===== config.mk =====
export PLATFORM = sky130hd
export DESIGN_NAME = muldiv_unit
export DESIGN_NICKNAME = d
export VERILOG_FILES = /design/src/rtl/muldiv_pkg.sv /design/src/rtl/muldiv_step.sv /design/src/rtl/muldiv_unit.sv
export SDC_FILE = /design/constraint.sdc
export NUM_CORES = 1
export LEC_CHECK = 0
export BUFFER_PORTS_ARGS = -buffer_cell sky130_fd_sc_hd__buf_4
export CORE_MARGIN = 2
export CORE_UTILIZATION = 55
export DETAILED_ROUTE_END_ITERATION = 10
export PLACE_DENSITY_LB_ADDON = 0.12
export SLEW_MARGIN = 20
export SYNTH_ARGS = -nofsm -noshare
export SYNTH_HDL_FRONTEND = slang
export SYNTH_HIERARCHICAL = 1
export SYNTH_SLANG_ARGS = --single-unit

===== constraint.sdc =====
create_clock -name clk -period 4.5 [get_ports clk]
set_input_delay 0.675 -clock clk [delete_from_list [all_inputs] [get_ports clk]]
set_output_delay 0.675 -clock clk [all_outputs]
set_load 0.005 [all_outputs]

===== src/rtl/muldiv_pkg.sv =====
// Shared types and operand-signedness helpers for the RV32M multiply/divide unit.
package muldiv_pkg;

    typedef enum logic [2:0] {
        OP_MUL    = 3'b000,
        OP_MULH   = 3'b001,
        OP_MULHSU = 3'b010,
        OP_MULHU  = 3'b011,
        OP_DIV    = 3'b100,
        OP_DIVU   = 3'b101,
        OP_REM    = 3'b110,
        OP_REMU   = 3'b111
    } muldiv_op_e;

    typedef enum logic [2:0] {
        S_IDLE,
        S_PREP,
        S_CALC,
        S_FIX,
        S_DONE
    } muldiv_state_e;

    function automatic logic op_is_div(input muldiv_op_e op);
        return op[2];
    endfunction

    function automatic logic a_signed(input muldiv_op_e op);
        return (op == OP_MULH) || (op == OP_MULHSU) || (op == OP_DIV) || (op == OP_REM);
    endfunction

    function automatic logic b_signed(input muldiv_op_e op);
        return (op == OP_MULH) || (op == OP_DIV) || (op == OP_REM);
    endfunction

endpackage


===== src/rtl/muldiv_step.sv =====
// One combinational iteration: shift-add multiply step or restoring-divide trial subtract.
module muldiv_step
    import muldiv_pkg::*;
#(
    parameter int DATA_WIDTH = 32
) (
    input  muldiv_op_e                  i_op,
    input  logic [2*DATA_WIDTH-1:0]     i_acc,
    input  logic [DATA_WIDTH-1:0]       i_x,
    input  logic [DATA_WIDTH-1:0]       i_y,
    output logic [2*DATA_WIDTH-1:0]     o_acc,
    output logic [DATA_WIDTH-1:0]       o_x
);
    localparam int W = DATA_WIDTH;

    logic [W-1:0] w_addend;
    logic [W:0]   w_sum;
    logic [W:0]   w_rem_sh;
    logic [W+1:0] w_diff;

    // Multiply: acc = {partial product, multiplier tail}; divide: acc high half is the remainder
    // and x shifts dividend bits out of its MSB while quotient bits enter at its LSB.
    always_comb begin
        w_addend = i_x[0] ? i_y : '0;
        w_sum    = {1'b0, i_acc[2*W-1:W]} + {1'b0, w_addend};
        w_rem_sh = {i_acc[2*W-1:W], i_x[W-1]};
        w_diff   = {1'b0, w_rem_sh} - {2'b00, i_y};
        if (op_is_div(i_op)) begin
            o_acc = {(w_diff[W+1] ? w_rem_sh[W-1:0] : w_diff[W-1:0]), i_acc[W-1:0]};
            o_x   = {i_x[W-2:0], ~w_diff[W+1]};
        end else begin
            o_acc = {w_sum, i_acc[W-1:1]};
            o_x   = {1'b0, i_x[W-1:1]};
        end
    end

endmodule


===== src/rtl/muldiv_unit.sv =====
// Multi-cycle RV32M execute unit: fixed DATA_WIDTH+3 cycle latency from start to done.
module muldiv_unit
    import muldiv_pkg::*;
#(
    parameter int DATA_WIDTH = 32
) (
    input  logic                  clk,
    input  logic                  reset,
    input  logic                  start,
    input  logic [2:0]            op,
    input  logic [DATA_WIDTH-1:0] a,
    input  logic [DATA_WIDTH-1:0] b,
    input  logic                  flush,
    output logic                  ready,
    output logic                  busy,
    output logic                  done,
    output logic [DATA_WIDTH-1:0] result
);
    localparam int W     = DATA_WIDTH;
    localparam int CNT_W = $clog2(DATA_WIDTH) + 1;
    localparam logic [CNT_W-1:0] LAST = CNT_W'(DATA_WIDTH - 1);

    muldiv_state_e   r_state, w_next;
    muldiv_op_e      r_op;
    logic [W-1:0]    r_a, r_b, r_x, r_y, r_result;
    logic [2*W-1:0]  r_acc;
    logic [CNT_W-1:0] r_cnt;
    logic            r_neg;
    logic [2*W-1:0]  w_acc_nxt;
    logic [W-1:0]    w_x_nxt;
    logic            w_sa, w_sb, w_accept;

    function automatic logic [W-1:0] fix_result(
        input muldiv_op_e     f_op,
        input logic           f_neg,
        input logic           f_bzero,
        input logic [2*W-1:0] f_acc,
        input logic [W-1:0]   f_x,
        input logic [W-1:0]   f_a
    );
        logic [2*W-1:0] prod;
        logic [W-1:0]   quo, rem;
        prod = f_neg ? -f_acc : f_acc;
        quo  = f_neg ? -f_x : f_x;
        rem  = f_neg ? -f_acc[2*W-1:W] : f_acc[2*W-1:W];
        // Divide-by-zero results bypass the sign fix entirely.
        case (f_op)
            OP_MUL:                       return prod[W-1:0];
            OP_MULH, OP_MULHSU, OP_MULHU: return prod[2*W-1:W];
            OP_DIV, OP_DIVU:              return f_bzero ? '1 : quo;
            default:                      return f_bzero ? f_a : rem;
        endcase
    endfunction

    assign ready    = (r_state == S_IDLE) || (r_state == S_DONE);
    assign busy     = (r_state == S_PREP) || (r_state == S_CALC) || (r_state == S_FIX);
    assign done     = (r_state == S_DONE);
    assign result   = r_result;
    assign w_accept = start && ready && !flush;
    assign w_sa     = a_signed(r_op) && r_a[W-1];
    assign w_sb     = b_signed(r_op) && r_b[W-1];

    muldiv_step #(.DATA_WIDTH(W)) u_step (
        .i_op  (r_op),
        .i_acc (r_acc),
        .i_x   (r_x),
        .i_y   (r_y),
        .o_acc (w_acc_nxt),
        .o_x   (w_x_nxt)
    );

    always_ff @(posedge clk) begin
        if (reset) r_state <= S_IDLE;
        else       r_state <= w_next;
    end

    always_comb begin
        w_next = r_state;
        if (flush) begin
            w_next = S_IDLE;
        end else begin
            case (r_state)
                S_IDLE:  if (start) w_next = S_PREP;
                S_PREP:  w_next = S_CALC;
                S_CALC:  if (r_cnt == LAST) w_next = S_FIX;
                S_FIX:   w_next = S_DONE;
                S_DONE:  w_next = start ? S_PREP : S_IDLE;
                default: w_next = S_IDLE;
            endcase
        end
    end

    always_ff @(posedge clk) begin
        if (reset) begin
            r_op     <= OP_MUL;
            r_a      <= '0;
            r_b      <= '0;
            r_x      <= '0;
            r_y      <= '0;
            r_acc    <= '0;
            r_cnt    <= '0;
            r_neg    <= 1'b0;
            r_result <= '0;
        end else begin
            if (w_accept) begin
                r_op <= muldiv_op_e'(op);
                r_a  <= a;
                r_b  <= b;
            end
            case (r_state)
                S_PREP: begin
                    r_x   <= w_sa ? -r_a : r_a;
                    r_y   <= w_sb ? -r_b : r_b;
                    // Remainder takes the dividend's sign; everything else takes sa^sb.
                    r_neg <= (op_is_div(r_op) && r_op[1]) ? w_sa : (w_sa ^ w_sb);
                    r_acc <= '0;
                    r_cnt <= '0;
                end
                S_CALC: begin
                    r_acc <= w_acc_nxt;
                    r_x   <= w_x_nxt;
                    r_cnt <= r_cnt + CNT_W'(1);
                end
                S_FIX: begin
                    if (!flush) r_result <= fix_result(r_op, r_neg, (r_b == '0), r_acc, r_x, r_a);
                end
                default: ;
            endcase
        end
    end

endmodule


==> results.yml <==
pwr:
  peakVddDrop_mv: 0.335
  cellLeakagePower_nw: 8.34
  power.density_nw_per_um2: 269
worst_setup_path:
  arrival_ns: 4.28
  critPathBufInv: 0
  path_delay_family: "compound AO/OA/AOI/OAI gates"
  end_kind: "register"
  cp_slowest_cell: "dfxtp_1"
  crit_chain: "ha_1 > nor2b_4 > o31a_1 > o31a_1 > a31o_4 > o2111ai_2 > nand3_2 > nand2_4 > mux2i_1 > mux2_2 > a22oi_1 > nor2_1"
  crit_type: "register to register"
  cp_data_required_time_ns: 4.94
  cpPeakStageDelay_ns: 0.65
  cpMostUsedCell: "o31a_1"
  cp-start-kind: "register"
  cp_max_fo: 34
run:
  cap_violations: 0
logic_synthesis:
  ys_ff_latch: 237
  synth_flop_cell: "dfxtp_1"
  syn_area_um2: 18700
  synth_edf_count: 0
  synth_cell_types: 94
  ys_async_sr_fraction_pct: 0
  syn_inst: 2481
  yosysSeqAreaShare_pct: 25.4
  syn_area_per_cell_um2: 7.52
  synth_nets: 2624
  yosysWarnings: 6
layout:
  fin_util_pct: 61.6
  fin_cells: 2948
  syn_to_final_growth_pct: 10.6
  nets: 2622
  drive_gt1_share_pct: 12.1
die:
  rows: 67
  core_um2: 33400
  pin_count: 106
  start_util_pct: 55.8
  die_area_um2: 35400
  die_w_um: 188
  die_h_um: 188
sta:
  final.setup.tns_ns: 0
  worst_slack_ns: 0.658
  timing.hold.ws_ns: 0.337
  worst_slew_pin_slew_ns: 1.03
  clock_skew_ns: 0.0163
  maxSlewHeadroom_pct: 31.2
  fin_crit_sh_pct: 85.4
  min_period_ns: 3.84
  hold_viol: 0
  setup_viol: 0
  drv_slew: 0
  timing.fmax_ghz: 0.260
  rsz0062_at_grt: "false"
clock_network:
  cts_resized: 0
  clock_latency_ns: 0.59
  cts_tree: "done"
  clkTransAtPathRegs_ns: 0.06
  cts_setup_buffers: 0
  clockBufferDepth: 3
  cts.sinks: 237
  cts_hold_buf: 0
  htreeDepth: 1
  root_buffer: "clkbuf_16"
  cts_buffers: 28
global_routing:
  grt_pass1_vias: 17457
  antenna_found_initial: 1
  grt_use_total_pct: 34.9
  grt-ovfl-total: 0
  grt_pass1_wl_mm: 99.1
  grt_max_degree: 183
placed_design:
  pre_cts_ws_ns: 0.748
  gp_congestion: 0.966
  port_buffers: 105
  dp_hpwl_mm: 46.0
  dpl.cell_count: 2897
route:
  route.vias.total: 19169
  via_per_inst: 6.50
  ant_nets: 0
  dr.pass1.iters: 7
  wl_mm: 63.8
  drt_iter0_markers: 2170
  drc: 0
  wl_per_cell_um: 21.6
worst_hold_path:
  hold_class: "primary input to register"
status:
  outcome: "complete, no violations"
## state kept, by name, indices dropped and copies added, names as in the netlist, 3 cells and up
| name | flops |
|---|---|
| result | 32 |
| r_op | 3 |
| r_cnt | 6 |
| r_a | 32 |
| r_b | 32 |
| r_state | 3 |
| r_x | 32 |
| r_y | 32 |
| r_acc | 64 |
## worst register-to-register path, cell delays in order (launching register included)
cell	delay (ns)
dfxtp_1	0.65
ha_1	0.32
nor2b_4	0.12
o31a_1	0.27
o31a_1	0.37
a31o_4	0.31
o2111ai_2	0.26
nand3_2	0.18
nand2_4	0.52
mux2i_1	0.18
mux2_2	0.29
a22oi_1	0.18
nor2_1	0.06
## layer usage
metal / vias up / GRT usage (%) / wire, um
li1: 9019 / - / -
met1: 9107 / 51.3 / 29100
met2: 925 / 52.5 / 27100
met3: 118 / 5.71 / 5820
met4: 0 / 9.45 / 1750
met5: - / 0 / 0
## Yosys cell counts, types with 32 or more instances
cell	count	area [um2]
a211oi_1	44	330
a21o_1	35	263
a21oi_1	225	1130
a22oi_1	99	743
and2_1	40	250
clkbuf_1	163	612
dfxtp_1	237	4740
ha_1	70	876
inv_1	66	248
mux2_2	67	754
mux2i_1	44	440
nand2_1	281	1050
nor2_1	256	961
nor3_1	46	230
o21ai_0	128	641
o31ai_1	42	315
o41ai_1	32	280
xnor2_1	120	1050
xor2_1	84	736
## final cells by class
cell class / instances / area [um2]
diodes: 1 / 2.50
clock buffers: 38 / 778
clock inverters: 12 / 171
fillers: 3116 / 12800
inverters: 67 / 251
multi-input cells: 1996 / 13000
flip-flops and latches: 237 / 4750
well taps: 448 / 561
repair buffers: 149 / 1140
## layout by cell type (no fill, tap or decap), types with 70 or more instances in the layout
master / instances
a21oi_1: 225
a22oi_1: 99
buf_4: 146
dfxtp_1: 235
ha_1: 70
nand2_1: 281
nor2_1: 254
o21ai_0: 128
xnor2_1: 120
xor2_1: 84
## final timing paths
path              startpoint   endpoint  slack (ns)  cells after the start
setup / recovery   r_acc[32]  r_acc[32]        0.66                     12
setup reg to reg   r_acc[32]  r_acc[32]        0.66                     12
hold / removal         b[21]    r_b[21]        0.34                      3
hold reg to reg      r_a[26]    r_a[26]        0.45                      2
## per-stage QoR
| step | area (um2) | power (mW) |
|---|---|---|
| floorplan | 18700 | 2.92 |
| global placement | 19700 | 3.19 |
| detailed placement | 19700 | 3.20 |
| CTS | 20600 | 5.55 |
| global route | 20600 | 5.73 |
| finish | 20600 | 5.55 |
## power by group
| part | leakage [nW] | internal, mW | switching (mW) |
|---|---|---|---|
| Clock | 0.455 | 1.39 | 0.978 |
| Combinational | 5.96 | 0.346 | 0.601 |
| Sequential | 1.92 | 2.15 | 0.0912 |
## cell families after synthesis
group / after synthesis / share of synthesized area, %
xor gates and xnor gates: 204 / 9.58
buffers and inverters: 248 / 5.27
AOI/OAI and AO/OA: 789 / 27.9
and+or+nand+nor: 820 / 20.5
adders and majority gates: 72 / 4.91
DFF: 237 / 25.4
muxes: 111 / 6.41
Power figures use the tool's default switching activity.
